--- src/rtl/uart_cfg_rx_if.sv ---
// Configuration-receiver signal bundle: serial command line in, runtime
// configuration registers and status pulses out.
interface uart_cfg_rx_if;
    logic        rx;
    logic [31:0] m_convert_config_data;
    logic [15:0] m_large_thres;
    logic [15:0] m_small_thres;
    logic [7:0]  m_small_nums;
    logic        m_cfg_update;
    logic [1:0]  m_cfg_addr;
    logic        m_frame_err;
    logic        m_chk_err;

    modport master (
        input  rx,
        output m_convert_config_data,
        output m_large_thres,
        output m_small_thres,
        output m_small_nums,
        output m_cfg_update,
        output m_cfg_addr,
        output m_frame_err,
        output m_chk_err
    );

    modport slave (
        output rx,
        input  m_convert_config_data,
        input  m_large_thres,
        input  m_small_thres,
        input  m_small_nums,
        input  m_cfg_update,
        input  m_cfg_addr,
        input  m_frame_err,
        input  m_chk_err
    );
endinterface

--- src/rtl/uart_cfg_rx.sv ---
// 8N1 UART receiver that parses 7-byte checksummed configuration packets
// (A5, ADDR, D3..D0, CHK) and drives the runtime configuration registers.
module uart_cfg_rx #(
    parameter int unsigned CLK_FREQ        = 50000000,
    parameter int unsigned BAUD            = 115200,
    parameter int unsigned TIMEOUT_BITS    = 20,
    parameter logic [31:0] DEF_FREQ_WORD   = 32'h051EB852,
    parameter logic [15:0] DEF_LARGE_THRES = 16'd150,
    parameter logic [15:0] DEF_SMALL_THRES = 16'd30,
    parameter logic [7:0]  DEF_SMALL_NUMS  = 8'd20
) (
    input logic           sys_clk,
    input logic           sys_rst,
    uart_cfg_rx_if.master bus
);

    localparam int unsigned CPB  = CLK_FREQ / BAUD;
    localparam int unsigned HALF = CPB / 2;
    localparam int unsigned TMO  = TIMEOUT_BITS * CPB;
    localparam int unsigned CW   = $clog2(CPB + 1);
    localparam int unsigned TW   = $clog2(TMO + 1);

    localparam logic [CW-1:0] CPB_M1_C = CW'(CPB - 1);
    localparam logic [CW-1:0] HALF_C   = CW'(HALF);
    localparam logic [TW-1:0] TMO_C    = TW'(TMO);
    localparam logic [7:0]    HDR      = 8'hA5;

    typedef enum logic [1:0] {B_IDLE, B_START, B_DATA, B_STOP} bstate_e;
    typedef enum logic [2:0] {P_HUNT, P_ADDR, P_D3, P_D2, P_D1, P_D0, P_CHK} pstate_e;

    // ---------------- rx synchroniser ----------------
    logic rx_meta_q, rx_sync_q, rx_prev_q;

    always_ff @(posedge sys_clk or posedge sys_rst) begin
        if (sys_rst) begin
            rx_meta_q <= 1'b1;
            rx_sync_q <= 1'b1;
            rx_prev_q <= 1'b1;
        end else begin
            rx_meta_q <= bus.rx;
            rx_sync_q <= rx_meta_q;
            rx_prev_q <= rx_sync_q;
        end
    end

    // ---------------- byte FSM ----------------
    bstate_e      bstate_q, bstate_d;
    logic [CW-1:0] cnt_q;
    logic [2:0]    bit_idx_q;
    logic [7:0]    shift_q;
    logic          byte_valid_q, frame_err_q;

    logic start_edge, bit_tick, half_tick;
    logic cnt_clr, bit_idx_clr, sample_data, stop_ok, stop_bad;

    // The edge needs a high-to-low transition, so a line stuck low after a
    // frame error cannot re-arm the receiver.
    assign start_edge = rx_prev_q & ~rx_sync_q;
    assign bit_tick   = (cnt_q == CPB_M1_C);
    assign half_tick  = (cnt_q == HALF_C);

    always_ff @(posedge sys_clk or posedge sys_rst) begin
        if (sys_rst) bstate_q <= B_IDLE;
        else         bstate_q <= bstate_d;
    end

    always_comb begin
        bstate_d = bstate_q;
        unique case (bstate_q)
            B_IDLE:  if (start_edge) bstate_d = B_START;
            B_START: if (half_tick)  bstate_d = rx_sync_q ? B_IDLE : B_DATA;
            B_DATA:  if (bit_tick && bit_idx_q == 3'd7) bstate_d = B_STOP;
            B_STOP:  if (bit_tick)   bstate_d = B_IDLE;
            default: bstate_d = B_IDLE;
        endcase
    end

    always_comb begin
        cnt_clr     = 1'b0;
        bit_idx_clr = 1'b0;
        sample_data = 1'b0;
        stop_ok     = 1'b0;
        stop_bad    = 1'b0;
        unique case (bstate_q)
            B_IDLE:  cnt_clr = 1'b1;
            B_START: begin
                cnt_clr     = half_tick;
                bit_idx_clr = half_tick;
            end
            B_DATA:  begin
                cnt_clr     = bit_tick;
                sample_data = bit_tick;
            end
            B_STOP:  begin
                stop_ok  = bit_tick &  rx_sync_q;
                stop_bad = bit_tick & ~rx_sync_q;
            end
            default: cnt_clr = 1'b1;
        endcase
    end

    always_ff @(posedge sys_clk or posedge sys_rst) begin
        if (sys_rst) begin
            cnt_q        <= '0;
            bit_idx_q    <= '0;
            shift_q      <= '0;
            byte_valid_q <= 1'b0;
            frame_err_q  <= 1'b0;
        end else begin
            cnt_q <= cnt_clr ? '0 : cnt_q + 1'b1;
            if (bit_idx_clr)      bit_idx_q <= '0;
            else if (sample_data) bit_idx_q <= bit_idx_q + 1'b1;
            if (sample_data) shift_q <= {rx_sync_q, shift_q[7:1]};
            byte_valid_q <= stop_ok;
            frame_err_q  <= stop_bad;
        end
    end

    // ---------------- packet parser FSM ----------------
    pstate_e       pstate_q, pstate_d;
    logic [TW-1:0] tmo_q;
    logic [7:0]    addr_q, sum_q;
    logic [31:0]   data_q;
    logic          tmo_hit, commit_ok, commit_bad, cap_addr, cap_data;

    assign tmo_hit = (tmo_q == TMO_C);

    always_ff @(posedge sys_clk or posedge sys_rst) begin
        if (sys_rst) pstate_q <= P_HUNT;
        else         pstate_q <= pstate_d;
    end

    always_comb begin
        pstate_d = pstate_q;
        if (frame_err_q) begin
            pstate_d = P_HUNT;
        end else if (byte_valid_q) begin
            unique case (pstate_q)
                P_HUNT:  if (shift_q == HDR) pstate_d = P_ADDR;
                P_ADDR:  pstate_d = P_D3;
                P_D3:    pstate_d = P_D2;
                P_D2:    pstate_d = P_D1;
                P_D1:    pstate_d = P_D0;
                P_D0:    pstate_d = P_CHK;
                P_CHK:   pstate_d = P_HUNT;
                default: pstate_d = P_HUNT;
            endcase
        end else if (tmo_hit) begin
            pstate_d = P_HUNT;
        end
    end

    always_comb begin
        cap_addr   = 1'b0;
        cap_data   = 1'b0;
        commit_ok  = 1'b0;
        commit_bad = 1'b0;
        if (byte_valid_q) begin
            unique case (pstate_q)
                P_ADDR:                  cap_addr = 1'b1;
                P_D3, P_D2, P_D1, P_D0:  cap_data = 1'b1;
                P_CHK: begin
                    commit_ok  = (shift_q == sum_q);
                    commit_bad = (shift_q != sum_q);
                end
                default: ;
            endcase
        end
    end

    always_ff @(posedge sys_clk or posedge sys_rst) begin
        if (sys_rst) begin
            tmo_q  <= '0;
            addr_q <= '0;
            sum_q  <= '0;
            data_q <= '0;
        end else begin
            if (pstate_q == P_HUNT || byte_valid_q) tmo_q <= '0;
            else                                    tmo_q <= tmo_q + 1'b1;
            if (cap_addr) begin
                addr_q <= shift_q;
                sum_q  <= shift_q;
            end
            if (cap_data) begin
                data_q <= {data_q[23:0], shift_q};
                sum_q  <= sum_q + shift_q;
            end
        end
    end

    // ---------------- configuration registers ----------------
    logic [31:0] freq_q;
    logic [15:0] large_q, small_q;
    logic [7:0]  nums_q;
    logic [1:0]  cfg_addr_q;
    logic        upd_q, chk_err_q;

    always_ff @(posedge sys_clk or posedge sys_rst) begin
        if (sys_rst) begin
            freq_q     <= DEF_FREQ_WORD;
            large_q    <= DEF_LARGE_THRES;
            small_q    <= DEF_SMALL_THRES;
            nums_q     <= DEF_SMALL_NUMS;
            cfg_addr_q <= '0;
            upd_q      <= 1'b0;
            chk_err_q  <= 1'b0;
        end else begin
            upd_q     <= 1'b0;
            chk_err_q <= commit_bad;
            if (commit_ok && addr_q < 8'd4) begin
                upd_q      <= 1'b1;
                cfg_addr_q <= addr_q[1:0];
                unique case (addr_q[1:0])
                    2'd0: freq_q  <= data_q;
                    2'd1: large_q <= data_q[15:0];
                    2'd2: small_q <= data_q[15:0];
                    2'd3: nums_q  <= data_q[7:0];
                    default: ;
                endcase
            end
        end
    end

    assign bus.m_convert_config_data = freq_q;
    assign bus.m_large_thres         = large_q;
    assign bus.m_small_thres         = small_q;
    assign bus.m_small_nums          = nums_q;
    assign bus.m_cfg_update          = upd_q;
    assign bus.m_cfg_addr            = cfg_addr_q;
    assign bus.m_frame_err           = frame_err_q;
    assign bus.m_chk_err             = chk_err_q;

endmodule
--- src/flat_wrapper.sv ---
// flat-port wrapper written by rule: the top's interface ports become plain ports
module uart_cfg_rx_flat 
#(
    parameter int unsigned CLK_FREQ        = 50000000,
    parameter int unsigned BAUD            = 115200,
    parameter int unsigned TIMEOUT_BITS    = 20,
    parameter logic [31:0] DEF_FREQ_WORD   = 32'h051EB852,
    parameter logic [15:0] DEF_LARGE_THRES = 16'd150,
    parameter logic [15:0] DEF_SMALL_THRES = 16'd30,
    parameter logic [7:0]  DEF_SMALL_NUMS  = 8'd20
)
  (sys_clk, sys_rst, bus_rx, bus_m_convert_config_data, bus_m_large_thres, bus_m_small_thres, bus_m_small_nums, bus_m_cfg_update, bus_m_cfg_addr, bus_m_frame_err, bus_m_chk_err);
  uart_cfg_rx_if bus_i ();
  input logic sys_clk;
  input logic sys_rst;
  input wire logic [$bits(bus_i.rx)-1:0] bus_rx;
  output wire logic [$bits(bus_i.m_convert_config_data)-1:0] bus_m_convert_config_data;
  output wire logic [$bits(bus_i.m_large_thres)-1:0] bus_m_large_thres;
  output wire logic [$bits(bus_i.m_small_thres)-1:0] bus_m_small_thres;
  output wire logic [$bits(bus_i.m_small_nums)-1:0] bus_m_small_nums;
  output wire logic [$bits(bus_i.m_cfg_update)-1:0] bus_m_cfg_update;
  output wire logic [$bits(bus_i.m_cfg_addr)-1:0] bus_m_cfg_addr;
  output wire logic [$bits(bus_i.m_frame_err)-1:0] bus_m_frame_err;
  output wire logic [$bits(bus_i.m_chk_err)-1:0] bus_m_chk_err;
  assign bus_i.rx = bus_rx;
  assign bus_m_convert_config_data = bus_i.m_convert_config_data;
  assign bus_m_large_thres = bus_i.m_large_thres;
  assign bus_m_small_thres = bus_i.m_small_thres;
  assign bus_m_small_nums = bus_i.m_small_nums;
  assign bus_m_cfg_update = bus_i.m_cfg_update;
  assign bus_m_cfg_addr = bus_i.m_cfg_addr;
  assign bus_m_frame_err = bus_i.m_frame_err;
  assign bus_m_chk_err = bus_i.m_chk_err;
  uart_cfg_rx #(.CLK_FREQ(CLK_FREQ), .BAUD(BAUD), .TIMEOUT_BITS(TIMEOUT_BITS), .DEF_FREQ_WORD(DEF_FREQ_WORD), .DEF_LARGE_THRES(DEF_LARGE_THRES), .DEF_SMALL_THRES(DEF_SMALL_THRES), .DEF_SMALL_NUMS(DEF_SMALL_NUMS)) u_core (.sys_clk(sys_clk), .sys_rst(sys_rst), .bus(bus_i));
endmodule
--- config.mk ---
export PLATFORM = sky130hd
export DESIGN_NAME = uart_cfg_rx_flat
export DESIGN_NICKNAME = d
export VERILOG_FILES = /design/src/rtl/uart_cfg_rx_if.sv /design/src/rtl/uart_cfg_rx.sv /design/src/flat_wrapper.sv
export SDC_FILE = /design/constraint.sdc
export NUM_CORES = 1
export LEC_CHECK = 0
export CAP_MARGIN = 20
export CORE_MARGIN = 4
export CORE_UTILIZATION = 60
export DETAILED_ROUTE_END_ITERATION = 12
export PLACE_DENSITY_LB_ADDON = 0.3
export SYNTH_ARGS = -nofsm -noshare
export SYNTH_HDL_FRONTEND = slang
export SYNTH_SLANG_ARGS = --single-unit
--- constraint.sdc ---
create_clock -name sys_clk -period 8.6 [get_ports sys_clk]
set_clock_uncertainty 0.2 [all_clocks]
set_input_delay 1.72 -clock sys_clk [delete_from_list [all_inputs] [get_ports sys_clk]]
set_output_delay 1.72 -clock sys_clk [all_outputs]
set_load 0.01 [all_outputs]
==> flow_metrics.env <==
export IMPL_async_reset_ff_share_pct=100
export IMPL_area_delta_synth_final_pct=19.9
export IMPL_finalSetupTns_ns=0
export IMPL_antenna_cells=0
export IMPL_clkPwrFrac_pct=46.2
export IMPL_avgViaCountPerCell=5.75
export IMPL_synth_seq_cells=168
export IMPL_cap_violations=0
export IMPL_critPathSlowestCell="nor3b_4"
export IMPL_peakVddDrop_v=0.000151
export IMPL_synthXorXnorAreaFrac_pct=3.03
export IMPL_grt_overflow_total=0
export IMPL_crit_required_ns=8.71
export IMPL_cts_made_buffers=17
export IMPL_netlist_area_um2=7220
export IMPL_synth_compound_area_share_pct=3.43
export IMPL_dr_first_iter_drc_count=308
export IMPL_r2r_start="u_core.shift_q[4]$_DFFE_PP0P_"
export IMPL_rsz0062_at_grt="false"
export IMPL_seqPwrFrac_pct=50.8
export IMPL_dr_pass1_iters=4
export IMPL_synthDistinctLibCells=60
export IMPL_initial_core_util_pct=62.2
export IMPL_avgSynthCellArea_um2=13.4
export IMPL_pwr_share_comb_pct=3.0
export IMPL_swShare_pct=21.4
export IMPL_slowest_delay_ns=0.96
export IMPL_yosys_warnings=0
export IMPL_hp_class="flop to flop"
export IMPL_hold_buffers=0
export IMPL_htree_levels=4
export IMPL_outcome="finished, final reports clean"
export IMPL_netlist_instances=539
export IMPL_portBuffers=79
export IMPL_place_inst=743
export IMPL_yosys_area_share_simple_pct=10.7
export IMPL_finalHoldViolCount=0
export IMPL_antenna_found_initial=0
export IMPL_num_rows=39
export IMPL_vias=4469
export IMPL_synthMuxAreaShare_pct=18.5
export IMPL_synth_area_leader_cell="dfrtp_1"
export IMPL_syn_num_nets=556
export IMPL_cp_cell_sequence="ha_1 > nor4_2 > nand2_1 > or4_1 > nor3b_4 > mux2_2"
export IMPL_relSlewSlack_pct=25.7
export IMPL_cts_setup_buffers=0
export IMPL_critPathCaptureType="flop"
export IMPL_grt_pass1_vias=4618
export IMPL_hpwl_um=9280
export IMPL_final_cells=777
export IMPL_path_clk_slew_ns=0.07
export IMPL_coreArea_um2=11600
export IMPL_synth_top_area_share_pct=49.2
export IMPL_r2r_cells=6
export IMPL_routedWlPerCell_um=18.2
export IMPL_switchingPower_mw=0.345
export IMPL_r2r_end="u_core.bus.m_small_thres[11]$_DFFE_PP0P_"
export IMPL_hold_start="u_core.rx_meta_q$_DFF_PP1_"
export IMPL_synthAdderAreaFrac_pct=2.53
export IMPL_clk_latency_ns=0.43
export IMPL_slew_violations=0
export IMPL_p_int_mw=1.27
export IMPL_fin_nets=638
export IMPL_synth_top_family_by_area="multiplexers"
export IMPL_drt_total_wl_um=14200
export IMPL_power_density_nw_per_um2=186
export IMPL_gp_congestion=0.829
export IMPL_synth_edf_count=0
export IMPL_hold_end="u_core.rx_sync_q$_DFF_PP1_"
export IMPL_cts_root_buf="clkbuf_16"
export IMPL_holdPathStages=0
export IMPL_worstSetupPathType="flop to flop"
export IMPL_cts_tree="yes"
export IMPL_dieWidth_um=118
export IMPL_clock_path_buffers=2
export IMPL_p_leak_nw=4.03
export IMPL_worst_slew_pin_slew_ns=1.11
export IMPL_min_period_ns=3.73
export IMPL_period_share_pct=43.4
export IMPL_startpoint_type="flop"
export IMPL_boundaryPins=80
export IMPL_cp_max_fo=16
export IMPL_layout_drive_gt1_share_pct=28.2
export IMPL_finalSetupViolCount=0
export IMPL_grt_start_max_net_pins=87
export IMPL_die_h_um=118
export IMPL_clock_sinks=168
export IMPL_ctsResizeCount=0
export IMPL_drc=0
export IMPL_seq_area_frac_synth_pct=58.7
export IMPL_final_antenna_net_count=0
export IMPL_fmax_mhz=268
export IMPL_track_usage_pct=21.3
export IMPL_yosysMostFrequentCell="dfrtp_1"
export IMPL_netlist_top_cells_area="dfrtp_1 (49%), mux2_2 (14%), dfstp_2 (9.5%), mux2_4 (4.2%), nand2_1 (2.9%)"
export IMPL_die_area_um2=13900
export IMPL_reg2reg_slack_ns=4.87
export IMPL_synth_common_cells="dfrtp_1 (142), mux2_2 (89), nand2_1 (56), nor2_1 (39), dfstp_2 (26)"
export IMPL_crit_arrival_ns=3.84
export IMPL_grt_pass1_wl_um=23800
export IMPL_synth_main_ff_cell="dfrtp_1"
registers in the layout, summed over array words and instances (netlist names), named ones only:
| name | cells |
|---|---|
| u_core.addr_q | 8 |
| u_core.bit_idx_q | 3 |
| u_core.bstate_q | 1 |
| u_core.bus.m_cfg_addr | 2 |
| u_core.bus.m_cfg_update | 1 |
| u_core.bus.m_chk_err | 1 |
| u_core.bus.m_convert_config_data | 32 |
| u_core.bus.m_frame_err | 1 |
| u_core.bus.m_large_thres | 16 |
| u_core.bus.m_small_nums | 8 |
| u_core.bus.m_small_thres | 16 |
| u_core.byte_valid_q | 1 |
| u_core.cnt_q | 9 |
| u_core.data_q | 32 |
| u_core.pstate_q | 3 |
| u_core.rx_meta_q | 1 |
| u_core.rx_prev_q | 1 |
| u_core.rx_sync_q | 1 |
| u_core.shift_q | 8 |
| u_core.sum_q | 8 |
| u_core.tmo_q | 14 |
cell families after synthesis:
logic type	after synthesis
AO/OA/AOI/OAI	38
multiplexers	112
buffers and inverters	31
adder cells (fa/ha/maj)	14
flip-flops	168
AND/OR/NAND/NOR	151
XOR/XNOR	25
worst max-delay path, delay by kind of cell (launching register included):
kind	cells	cell delay [ns]
adders and majority gates	1	0.39
and+or+nand+nor	4	2.14
muxes	1	0.42
DFF	1	0.45
layout make-up:
cell class / instances / area [um2]
multi-input combinational: 340 / 2760
clock buffer: 22 / 464
fill: 737 / 2950
inverter: 11 / 46.3
timing repair buffer: 83 / 861
sequential: 168 / 4240
clock inverter: 10 / 119
tap: 143 / 179
how the worst max path moves through the flow:
stage	start	slack [ns]	cells after the start	to
after floorplan	sys_rst	2.18	1	asynchronous set/reset pin
after global placement	sys_rst	4.61	3	u_core.tmo_q[7]$_DFF_PP0_
after detailed placement	sys_rst	4.56	3	u_core.cnt_q[4]$_DFF_PP0_
after CTS	u_core.shift_q[4]$_DFFE_PP0P_	4.77	6	u_core.bus.m_large_thres[13]$_DFFE_PP0P_
after global routing	u_core.shift_q[4]$_DFFE_PP0P_	4.73	6	u_core.bus.m_small_thres[13]$_DFFE_PP0P_
final	u_core.shift_q[4]$_DFFE_PP0P_	4.87	6	u_core.bus.m_small_thres[11]$_DFFE_PP0P_
power by group through the flow:
stage / logic [mW] / clock network [mW] / registers [mW]
CTS: 0.0489 / 0.757 / 0.818
floorplan: 0.0402 / 0 / 0.828
global route: 0.0567 / 0.791 / 0.821
global placement: 0.0466 / 0 / 0.832
detailed placement: 0.0482 / 0 / 0.832
finish: 0.0490 / 0.744 / 0.819
routing by layer:
metal  global-route usage [%]  vias to the layer above  routed length (um)
met5                        0                        -                   0
met4                     6.96                        0                 215
met3                     5.19                       20                 582
met1                     25.9                     2286                6030
met2                     37.4                      114                7350
li1                         -                     2049                   -
per-stage QoR:
stage	setup WS (ns)	util (%)	power, mW	instance area (um2)	hold WS [ns]
floorplan	2.18	-	0.868	7220	0.145
global placement	4.61	69.1	0.878	8020	0.146
detailed placement	4.56	69.1	0.881	8020	0.154
CTS	4.77	74.1	1.62	8610	0.164
global route	4.73	74.6	1.67	8660	0.163
finish	4.87	74.6	1.61	8660	0.160
cells in the final DEF, fill, tap and decap left out, types with 3 or more instances in the layout:
cell type	netlist	layout
a31oi_1	3	3
nand3_1	9	9
nand2_1	56	55
dfrtp_1	142	142
ha_1	13	13
dfstp_2	26	26
nand4_1	4	4
a21oi_1	8	8
clkbuf_16	0	17
nor3b_1	3	3
clkinvlp_4	0	3
nor2_1	39	39
o21ai_0	10	10
mux2_4	20	20
o211ai_1	4	4
and3_1	8	8
clkbuf_1	7	3
inv_1	11	10
nand3b_1	3	3
xor2_1	16	16
nand4b_1	3	3
nor3_1	5	5
inv_6	0	3
xnor2_1	9	9
mux2_2	89	89
clkdlybuf4s50_1	0	79
No activity file was read; power rests on OpenSTA's default activity.
